<file path="src/rtl/fetch_unit_if.sv">
// fetch_unit_if: bundles the instruction-memory bus, the pipeline control inputs
// and the IF/ID register outputs of the fetch stage.
//   imem_req/imem_addr      fetch -> memory read request and word address
//   imem_ready/imem_rdata   memory -> fetch response (same-cycle allowed)
//   stall                   decode cannot accept a new IF/ID entry
//   redirect_valid/_pc      taken branch/jump and its target word address
//   if_id_*                 IF/ID register contents presented to decode
// master: the fetch unit side. slave: memory/decode environment side.
interface fetch_unit_if;
   logic        imem_req;
   logic [15:0] imem_addr;
   logic        imem_ready;
   logic [15:0] imem_rdata;
   logic        stall;
   logic        redirect_valid;
   logic [15:0] redirect_pc;
   logic        if_id_valid;
   logic [15:0] if_id_instr;
   logic [15:0] if_id_imm;
   logic [15:0] if_id_pc;
   logic [15:0] if_id_pc_next;

   modport master (
      output imem_req, imem_addr,
      input  imem_ready, imem_rdata,
      input  stall, redirect_valid, redirect_pc,
      output if_id_valid, if_id_instr, if_id_imm, if_id_pc, if_id_pc_next
   );

   modport slave (
      input  imem_req, imem_addr,
      output imem_ready, imem_rdata,
      output stall, redirect_valid, redirect_pc,
      input  if_id_valid, if_id_instr, if_id_imm, if_id_pc, if_id_pc_next
   );
endinterface

</file>
<file path="src/rtl/fetch_unit.sv">
// fetch_unit: instruction fetch stage. Reads one word per handshake from
// instruction memory and assembles single- or two-word instructions into the
// IF/ID register. Two-word instructions (opcode 11100, 11101, 11111) buffer the
// first word and emit once the immediate word arrives.
//   clk       rising-edge clock
//   rst       asynchronous active-high reset
//   fetch_io  fetch_unit_if.master: memory bus, stall/redirect, IF/ID outputs
module fetch_unit #(
   parameter logic [15:0] RESET_PC = 16'h0000
) (
   input logic          clk,
   input logic          rst,
   fetch_unit_if.master fetch_io
);

   localparam logic [0:0] FETCH1 = 1'b0;
   localparam logic [0:0] FETCH2 = 1'b1;

   logic [0:0]  state_q, state_d;
   logic [15:0] pc_q, pc_d;
   logic [15:0] buf_instr_q, buf_instr_d;
   logic [15:0] buf_pc_q, buf_pc_d;
   logic        valid_q, valid_d;
   logic [15:0] instr_q, instr_d;
   logic [15:0] imm_q, imm_d;
   logic [15:0] id_pc_q, id_pc_d;
   logic [15:0] id_pc_next_q, id_pc_next_d;

   logic        accept;
   logic        req;
   logic        handshake;
   logic        two_word;
   logic [4:0]  opcode;
   logic [15:0] pc_inc;

   assign opcode   = fetch_io.imem_rdata[15:11];
   assign two_word = (opcode == 5'b11100) || (opcode == 5'b11101) || (opcode == 5'b11111);
   // Wraps modulo 2^16, so a two-word instruction at 16'hFFFF reads its immediate from 0.
   assign pc_inc   = pc_q + 16'd1;

   // Accept when the IF/ID slot is empty or being consumed this cycle.
   assign accept    = !valid_q || !fetch_io.stall;
   assign req       = !rst && accept && !fetch_io.redirect_valid;
   assign handshake = req && fetch_io.imem_ready;

   always_comb begin
      state_d      = state_q;
      pc_d         = pc_q;
      buf_instr_d  = buf_instr_q;
      buf_pc_d     = buf_pc_q;
      valid_d      = valid_q;
      instr_d      = instr_q;
      imm_d        = imm_q;
      id_pc_d      = id_pc_q;
      id_pc_next_d = id_pc_next_q;

      if (fetch_io.redirect_valid) begin
         // Redirect wins over stall and any response arriving this cycle.
         valid_d     = 1'b0;
         pc_d        = fetch_io.redirect_pc;
         state_d     = FETCH1;
         buf_instr_d = 16'h0000;
         buf_pc_d    = 16'h0000;
      end else if (accept) begin
         if (handshake) begin
            pc_d = pc_inc;
            if (state_q == FETCH1) begin
               if (two_word) begin
                  buf_instr_d = fetch_io.imem_rdata;
                  buf_pc_d    = pc_q;
                  state_d     = FETCH2;
                  valid_d     = 1'b0;
               end else begin
                  valid_d      = 1'b1;
                  instr_d      = fetch_io.imem_rdata;
                  imm_d        = 16'h0000;
                  id_pc_d      = pc_q;
                  id_pc_next_d = pc_inc;
               end
            end else begin
               valid_d      = 1'b1;
               instr_d      = buf_instr_q;
               imm_d        = fetch_io.imem_rdata;
               id_pc_d      = buf_pc_q;
               id_pc_next_d = pc_inc;
               state_d      = FETCH1;
            end
         end else begin
            valid_d = 1'b0;
         end
      end
   end

   always_ff @(posedge clk or posedge rst) begin
      if (rst) begin
         state_q      <= FETCH1;
         pc_q         <= RESET_PC;
         buf_instr_q  <= 16'h0000;
         buf_pc_q     <= 16'h0000;
         valid_q      <= 1'b0;
         instr_q      <= 16'h0000;
         imm_q        <= 16'h0000;
         id_pc_q      <= 16'h0000;
         id_pc_next_q <= 16'h0000;
      end else begin
         state_q      <= state_d;
         pc_q         <= pc_d;
         buf_instr_q  <= buf_instr_d;
         buf_pc_q     <= buf_pc_d;
         valid_q      <= valid_d;
         instr_q      <= instr_d;
         imm_q        <= imm_d;
         id_pc_q      <= id_pc_d;
         id_pc_next_q <= id_pc_next_d;
      end
   end

   assign fetch_io.imem_req      = req;
   assign fetch_io.imem_addr     = pc_q;
   assign fetch_io.if_id_valid   = valid_q;
   assign fetch_io.if_id_instr   = instr_q;
   assign fetch_io.if_id_imm     = imm_q;
   assign fetch_io.if_id_pc      = id_pc_q;
   assign fetch_io.if_id_pc_next = id_pc_next_q;

endmodule

</file>
<file path="src/flat_wrapper.sv">
// flat-port wrapper written by rule: the top's interface ports become plain ports
module fetch_unit_flat 
#(
   parameter logic [15:0] RESET_PC = 16'h0000
)
  (clk, rst, fetch_io_imem_req, fetch_io_imem_addr, fetch_io_imem_ready, fetch_io_imem_rdata, fetch_io_stall, fetch_io_redirect_valid, fetch_io_redirect_pc, fetch_io_if_id_valid, fetch_io_if_id_instr, fetch_io_if_id_imm, fetch_io_if_id_pc, fetch_io_if_id_pc_next);
  fetch_unit_if fetch_io_i ();
  input logic clk;
  input logic rst;
  output wire logic [$bits(fetch_io_i.imem_req)-1:0] fetch_io_imem_req;
  output wire logic [$bits(fetch_io_i.imem_addr)-1:0] fetch_io_imem_addr;
  input wire logic [$bits(fetch_io_i.imem_ready)-1:0] fetch_io_imem_ready;
  input wire logic [$bits(fetch_io_i.imem_rdata)-1:0] fetch_io_imem_rdata;
  input wire logic [$bits(fetch_io_i.stall)-1:0] fetch_io_stall;
  input wire logic [$bits(fetch_io_i.redirect_valid)-1:0] fetch_io_redirect_valid;
  input wire logic [$bits(fetch_io_i.redirect_pc)-1:0] fetch_io_redirect_pc;
  output wire logic [$bits(fetch_io_i.if_id_valid)-1:0] fetch_io_if_id_valid;
  output wire logic [$bits(fetch_io_i.if_id_instr)-1:0] fetch_io_if_id_instr;
  output wire logic [$bits(fetch_io_i.if_id_imm)-1:0] fetch_io_if_id_imm;
  output wire logic [$bits(fetch_io_i.if_id_pc)-1:0] fetch_io_if_id_pc;
  output wire logic [$bits(fetch_io_i.if_id_pc_next)-1:0] fetch_io_if_id_pc_next;
  assign fetch_io_imem_req = fetch_io_i.imem_req;
  assign fetch_io_imem_addr = fetch_io_i.imem_addr;
  assign fetch_io_i.imem_ready = fetch_io_imem_ready;
  assign fetch_io_i.imem_rdata = fetch_io_imem_rdata;
  assign fetch_io_i.stall = fetch_io_stall;
  assign fetch_io_i.redirect_valid = fetch_io_redirect_valid;
  assign fetch_io_i.redirect_pc = fetch_io_redirect_pc;
  assign fetch_io_if_id_valid = fetch_io_i.if_id_valid;
  assign fetch_io_if_id_instr = fetch_io_i.if_id_instr;
  assign fetch_io_if_id_imm = fetch_io_i.if_id_imm;
  assign fetch_io_if_id_pc = fetch_io_i.if_id_pc;
  assign fetch_io_if_id_pc_next = fetch_io_i.if_id_pc_next;
  fetch_unit #(.RESET_PC(RESET_PC)) u_core (.clk(clk), .rst(rst), .fetch_io(fetch_io_i));
endmodule
</file>
<file path="config.mk">
export PLATFORM = sky130hd
export DESIGN_NAME = fetch_unit_flat
export DESIGN_NICKNAME = d
export VERILOG_FILES = /design/src/rtl/fetch_unit_if.sv /design/src/rtl/fetch_unit.sv /design/src/flat_wrapper.sv
export SDC_FILE = /design/constraint.sdc
export NUM_CORES = 1
export LEC_CHECK = 0
export ABC_AREA = 1
export BUFFER_PORTS_ARGS = -buffer_cell sky130_fd_sc_hd__buf_2
export CAP_MARGIN = 0
export CORE_AREA = 2 2 125 103
export CTS_CLUSTER_DIAMETER = 50
export DETAILED_ROUTE_END_ITERATION = 16
export DIE_AREA = 0 0 127 105
export PLACE_DENSITY_LB_ADDON = 0.1
export SLEW_MARGIN = 30
export SYNTH_ARGS = -nofsm -noshare
export SYNTH_HDL_FRONTEND = slang
export SYNTH_SLANG_ARGS = --single-unit
</file>
<file path="constraint.sdc">
create_clock -name clk -period 2.2 [get_ports clk]
set_input_delay 0.11 -clock clk [delete_from_list [all_inputs] [get_ports clk]]
set_output_delay 0.11 -clock clk [all_outputs]
set_load 0.01 [all_outputs]
</file>
# Word level (Yosys, flattened, before mapping)
# Index checks and enable logic that the tools add are counted.
# W data, S select, Z words.
dict set report word_totals {
  register_bits 114
  input_bits 37
  out_inout_bits 82
  elab_cells 63
}
dict set report op_classes {
  addsub 1
  eq_ne 5
  mux 31
  bitwise 1
  reduce_logical 16
}
# cell n
set ops {}
lappend ops {{$mux W16} 21}
lappend ops {{$add A16 B1 Y16 const B} 1}
lappend ops {{$eq A5 B5 Y1 const B} 3}
lappend ops {{$mux W1} 10}
lappend ops {{$reduce_and A4 Y1} 2}
lappend ops {{$reduce_bool A2 Y1} 3}
lappend ops {{$logic_not A1 Y1} 4}
lappend ops {{$logic_and A1 B1 Y1} 3}
lappend ops {{$logic_or A1 B1 Y1} 3}
lappend ops {{$ne A2 B1 Y1 const B} 1}
lappend ops {{$ne A2 B2 Y1 const B} 1}
lappend ops {{$reduce_and A2 Y1} 1}
lappend ops {{$not A1 Y1} 1}

# Logic depth before layout (Yosys ltp)
dict set report depth {
  word_depth 8
  depth_mapped 11
  mapped_depth_nobuf 8
}

# Least setup slack after synthesis
# OpenSTA, ideal clock, no wires.
dict set report synth_timing {
  path_type {input -> register}
  from {input rst}
  to {register u_core.imm_q[0] (netlist: u_core.fetch_io.if_id_imm[0])}
  t_arrival_ns 2.252
  slack_ns -0.173
  stages 8
  path_buffers 2
  cell_sequence {inv_2 -> nand4_4 -> inv_2 -> nand2_2 -> buf_6 -> buf_6 -> nand2_1 -> o21ai_1}
}
dict set report synth_between {
  elab_chain_len 5
}
# item line
set synth_lines {}
lappend synth_lines {{from (decl)} flat_wrapper.sv:9} ;# input logic rst;
lappend synth_lines {{$logic_not A1 Y1} fetch_unit.sv:43} ;# assign req = !rst && accept && !fetch_io.redirect_valid;
lappend synth_lines {{$logic_and A1 B1 Y1 (2 in a row)} fetch_unit.sv:43}
lappend synth_lines {{$logic_and A1 B1 Y1} fetch_unit.sv:44} ;# assign handshake = req && fetch_io.imem_ready;
lappend synth_lines {{$reduce_and A4 Y1 (no source line)} n/a}
lappend synth_lines {{to (signal assigned)} fetch_unit.sv:112} ;# imm_q <= imm_d;
lappend synth_lines {{to (decl)} fetch_unit.sv:25} ;# logic [15:0] imm_q, imm_d;
# Every way passes these cells.
# A chain may end at the register's enable or synchronous reset.

# Final worst setup path
dict set report layout_timing {
  from {input fetch_io_imem_rdata[12]}
  to {register u_core.id_pc_next_q[14] (netlist: u_core.fetch_io.if_id_pc_next[14])}
}
dict set report layout_between {
  elab_chain_len 5
  elab_cells_between_ends 7
  cone_classes {4 x eq/ne; 3 x reduce/logical}
}
# item line
set layout_lines {}
lappend layout_lines {{from (decl)} flat_wrapper.sv:13} ;# input wire logic [$bits(fetch_io_i.imem_rdata)-1:0] fetch_io_imem_rdata;
lappend layout_lines {{$eq A5 B5 Y1} fetch_unit.sv:37} ;# assign two_word = (opcode == 5'b11100) || (opcode == 5'b11101) || (opcode == 5'b11111);
lappend layout_lines {{$logic_or A1 B1 Y1} fetch_unit.sv:37}
lappend layout_lines {{$logic_or A1 B1 Y1 (*)} fetch_unit.sv:37}
lappend layout_lines {{$ne A2 B1 Y1 (no source line) (*)} n/a}
lappend layout_lines {{$reduce_and A4 Y1 (no source line) (*)} n/a}
lappend layout_lines {{to (signal assigned)} fetch_unit.sv:114} ;# id_pc_next_q <= id_pc_next_d;
lappend layout_lines {{to (decl)} fetch_unit.sv:27} ;# logic [15:0] id_pc_next_q, id_pc_next_d;
# Every way passes the cells marked *; elsewhere a longest branch is shown, timed or not.

==> impl_metrics.ini <==
[synthesis]
yosys.area_share.simple = 0.332
postSynthAreaPerCell_um2 = 7.80
synth.top_cell.area_share = 0.537
ys_seq_area_frac = 0.537
synthArstFlopShare = 1.00
synth_top_family_by_area = simple AND/OR/NAND/NOR gates
syn_inst = 681
ys.flop_type = dfrtp_1
syn_nets = 719
synth_area_leaders = dfrtp_1 (54%), nand2_1 (27%), buf_6 (2.8%), nand3_1 (2.7%), o21ai_0 (1.9%)
synth_compound_gate_area_share = 0.0494
syn_area_um2 = 5310
synth_most_common_cell = nand2_1
synth_common_cells = nand2_1 (384), dfrtp_1 (114), nand3_1 (29)
synth_edf_count = 0
netlist-cell-type-count = 23
yosys.area.top_type = dfrtp_1
synth_seq_cells = 114
synth-xor-area-share = 0.00989
synthMuxAreaShare = 0
synth-adder-area-share = 0.00235
ys_warn_count = 0

[sta]
final.setup.worst_slack_ns = 0.379
fin_setup_tns_ns = 0
finClkSkew_ns = 0.0111
rsz0062_at_grt = false
relSlewSlack = 0.442
slew_viol_final = 0
hold_viol = 0
max_freq_ghz = 0.549
timing.final.crit_share = 0.828
layout_min_cycle_time_ns = 1.82
tightestPinTransition_ns = 0.837
finalSetupViolations = 0

[clock_network]
post-cts-setup-buffers = 0
cts_buffer_depth = 2
cts.clk_slew.worst_paths_ns = 0.06
h-tree-depth = 4
hold_buffers = 32
clock-root-buffer = clkbuf_16
numClockSinks = 114
cts_tree = built
post_cts_resized = 0
clock_latency_ns = 0.42
numCtsBuffers = 17

[final_layout]
finish.net_count = 864
drive_above_1_share = 0.206
syn_to_final_growth_pct = 28.3
n_antenna_cell = 0
fin_util = 0.569

[power]
power_switching_w = 0.00169
switching_share = 0.277
pwr-share-seq = 0.414
leakagePower_nw = 3.79
p_clk_frac = 0.428
comb_power_share = 0.158
vdd_drop_max_uv = 584
power.density_nw_per_um2 = 891
p_int_w = 0.00439

[die]
rows = 36
dieWidth_um = 127
die_y_um = 105
die_area_um2 = 13300
initial_core_util = 0.444
ios = 119
core_um2 = 12000

[critical_path]
cp-startpoint = fetch_io_imem_rdata[12]
crit_fanout = 82
crit_path_end_kind = flip-flop
start_kind = input pin
reg2reg_from = u_core.fetch_io.if_id_valid
max_stage_delay_ns = 0.62
critPathKind = input pin to flip-flop
path_delay_family = buffers and inverters
path_cells = dlygate4sd3_1 -> buf_2 -> inv_1 -> nor2_1 -> nor2_1 -> nand2_2 -> nand2_2 -> buf_4 -> nand2_1 -> nand2_1
worst-path-buf-inv = 4
required_ns = 2.55
cp_slowest_cell = buf_4
critPathArrivalTime_ns = 2.17

[detailed_routing]
routed_wl_um = 14800
dr.pass1.iters = 5
dr.first_iter.drc_count = 452
ant_nets = 0
vias_per_cell = 4.91
post_drt_wl_per_cell_um = 15.0
vias = 4848
drcViolationCount = 0

[placement]
numPortBuffers = 118
post-place-ws_ns = 0.407
dp_hpwl_um = 9470
gp_congestion = 0.844

[job]
drv_cap = 0

[global_route]
antenna_found_initial = 0
overflow = 0
grt_pass1_wl_um = 24200
grt_start_max_net_pins = 116
grt_usage = 0.232
grt_pass1_vias = 4773

[outcome]
status = finished clean

[min_path]
holdCritStartpoint = fetch_io_stall
hp-class = input pin to flip-flop
## metrics by stage
step / cell area, um2 / power, W / hold WS (ns) / cells
finish: 6820 / 0.00607 / 0.0453 / 988
global route: 6820 / 0.00636 / 0.0691 / 988
CTS: 6820 / 0.00612 / 0.0393 / 988
detailed placement: 5940 / 0.00346 / 0.330 / 927
global placement: 5940 / 0.00345 / 0.330 / 927
floorplan: 5320 / 0.00305 / 0.227 / 681
## registers in the layout, summed over array words and instances (netlist names)
| signal | cells |
|---|---|
| u_core.buf_instr_q | 16 |
| u_core.buf_pc_q | 16 |
| u_core.fetch_io.if_id_imm | 16 |
| u_core.fetch_io.if_id_instr | 16 |
| u_core.fetch_io.if_id_pc | 16 |
| u_core.fetch_io.if_id_pc_next | 16 |
| u_core.fetch_io.imem_addr | 16 |
| u_core.fetch_io.if_id_valid | 1 |
| u_core.state_q | 1 |
## metal layers
metal	global-route usage	vias to the layer above	part of all wire
li1	-	2397	-
met5	0	-	0
met4	0.104	0	0.021
met1	0.335	2276	0.49
met3	0.0512	25	0.051
met2	0.334	150	0.44
## power groups by stage
stage / combinational, W / sequential (W) / clock (W)
2_1_floorplan: 0.000429 / 0.00262 / 0
3_3_place_gp: 0.000907 / 0.00254 / 0
3_5_place_dp: 0.000918 / 0.00254 / 0
4_1_cts: 0.000967 / 0.00251 / 0.00264
5_1_grt: 0.00108 / 0.00254 / 0.00274
6_report: 0.000959 / 0.00252 / 0.00260
## path summary, 6_finish.rpt
kind,end,slack (ns),cells after the start
max in group asynchronous,u_core.fetch_io.if_id_instr[11],1.28,4
hold reg to reg,u_core.buf_instr_q[0],0.47,2
hold / removal,u_core.fetch_io.if_id_valid,0.05,3
min in group asynchronous,u_core.buf_instr_q[5],0.47,4
setup / recovery,u_core.fetch_io.if_id_pc_next[14],0.38,10
setup reg to reg,u_core.fetch_io.if_id_pc_next[15],0.41,8
## worst register-to-register path: stages, from the launching register on
cell and delay [ns]:
dfrtp_1 0.37, nand2_1 0.13, nand4_4 0.22, inv_2 0.13
nand2_2 0.06, inv_2 0.35, buf_4 0.28, nand3_1 0.10
nand2_1 0.08
## kinds of logic after synthesis
logic type | Yosys count
AOI/OAI and AO/OA | 48
xor gates and xnor gates | 6
adders and majority gates | 1
buffers and inverters | 66
DFF | 114
and+or+nand+nor | 446
## cell type report
type / count / area, um2
clock buffers: 23 / 498
well taps: 152 / 190
clock inverters: 6 / 55.1
fillers: 1119 / 5170
inverters: 31 / 119
repair buffers: 161 / 1010
flip-flops and latches: 114 / 2850
multi-input cells: 501 / 2090
## cells in the final DEF (no fill, tap or decap), drive strengths merged
cell	instances
ha	1
o21ai	38
clkbuf	23
dlygate4sd3	32
a22oi	8
xnor2	1
xor2	5
a21oi	1
buf	129
nand4	5
nand3	29
clkinv	5
inv	31
dfrtp	114
nand2	387
nor2	25
bufinv	1
o211ai	1
Note: power is estimated with default switching activity, not from simulation.
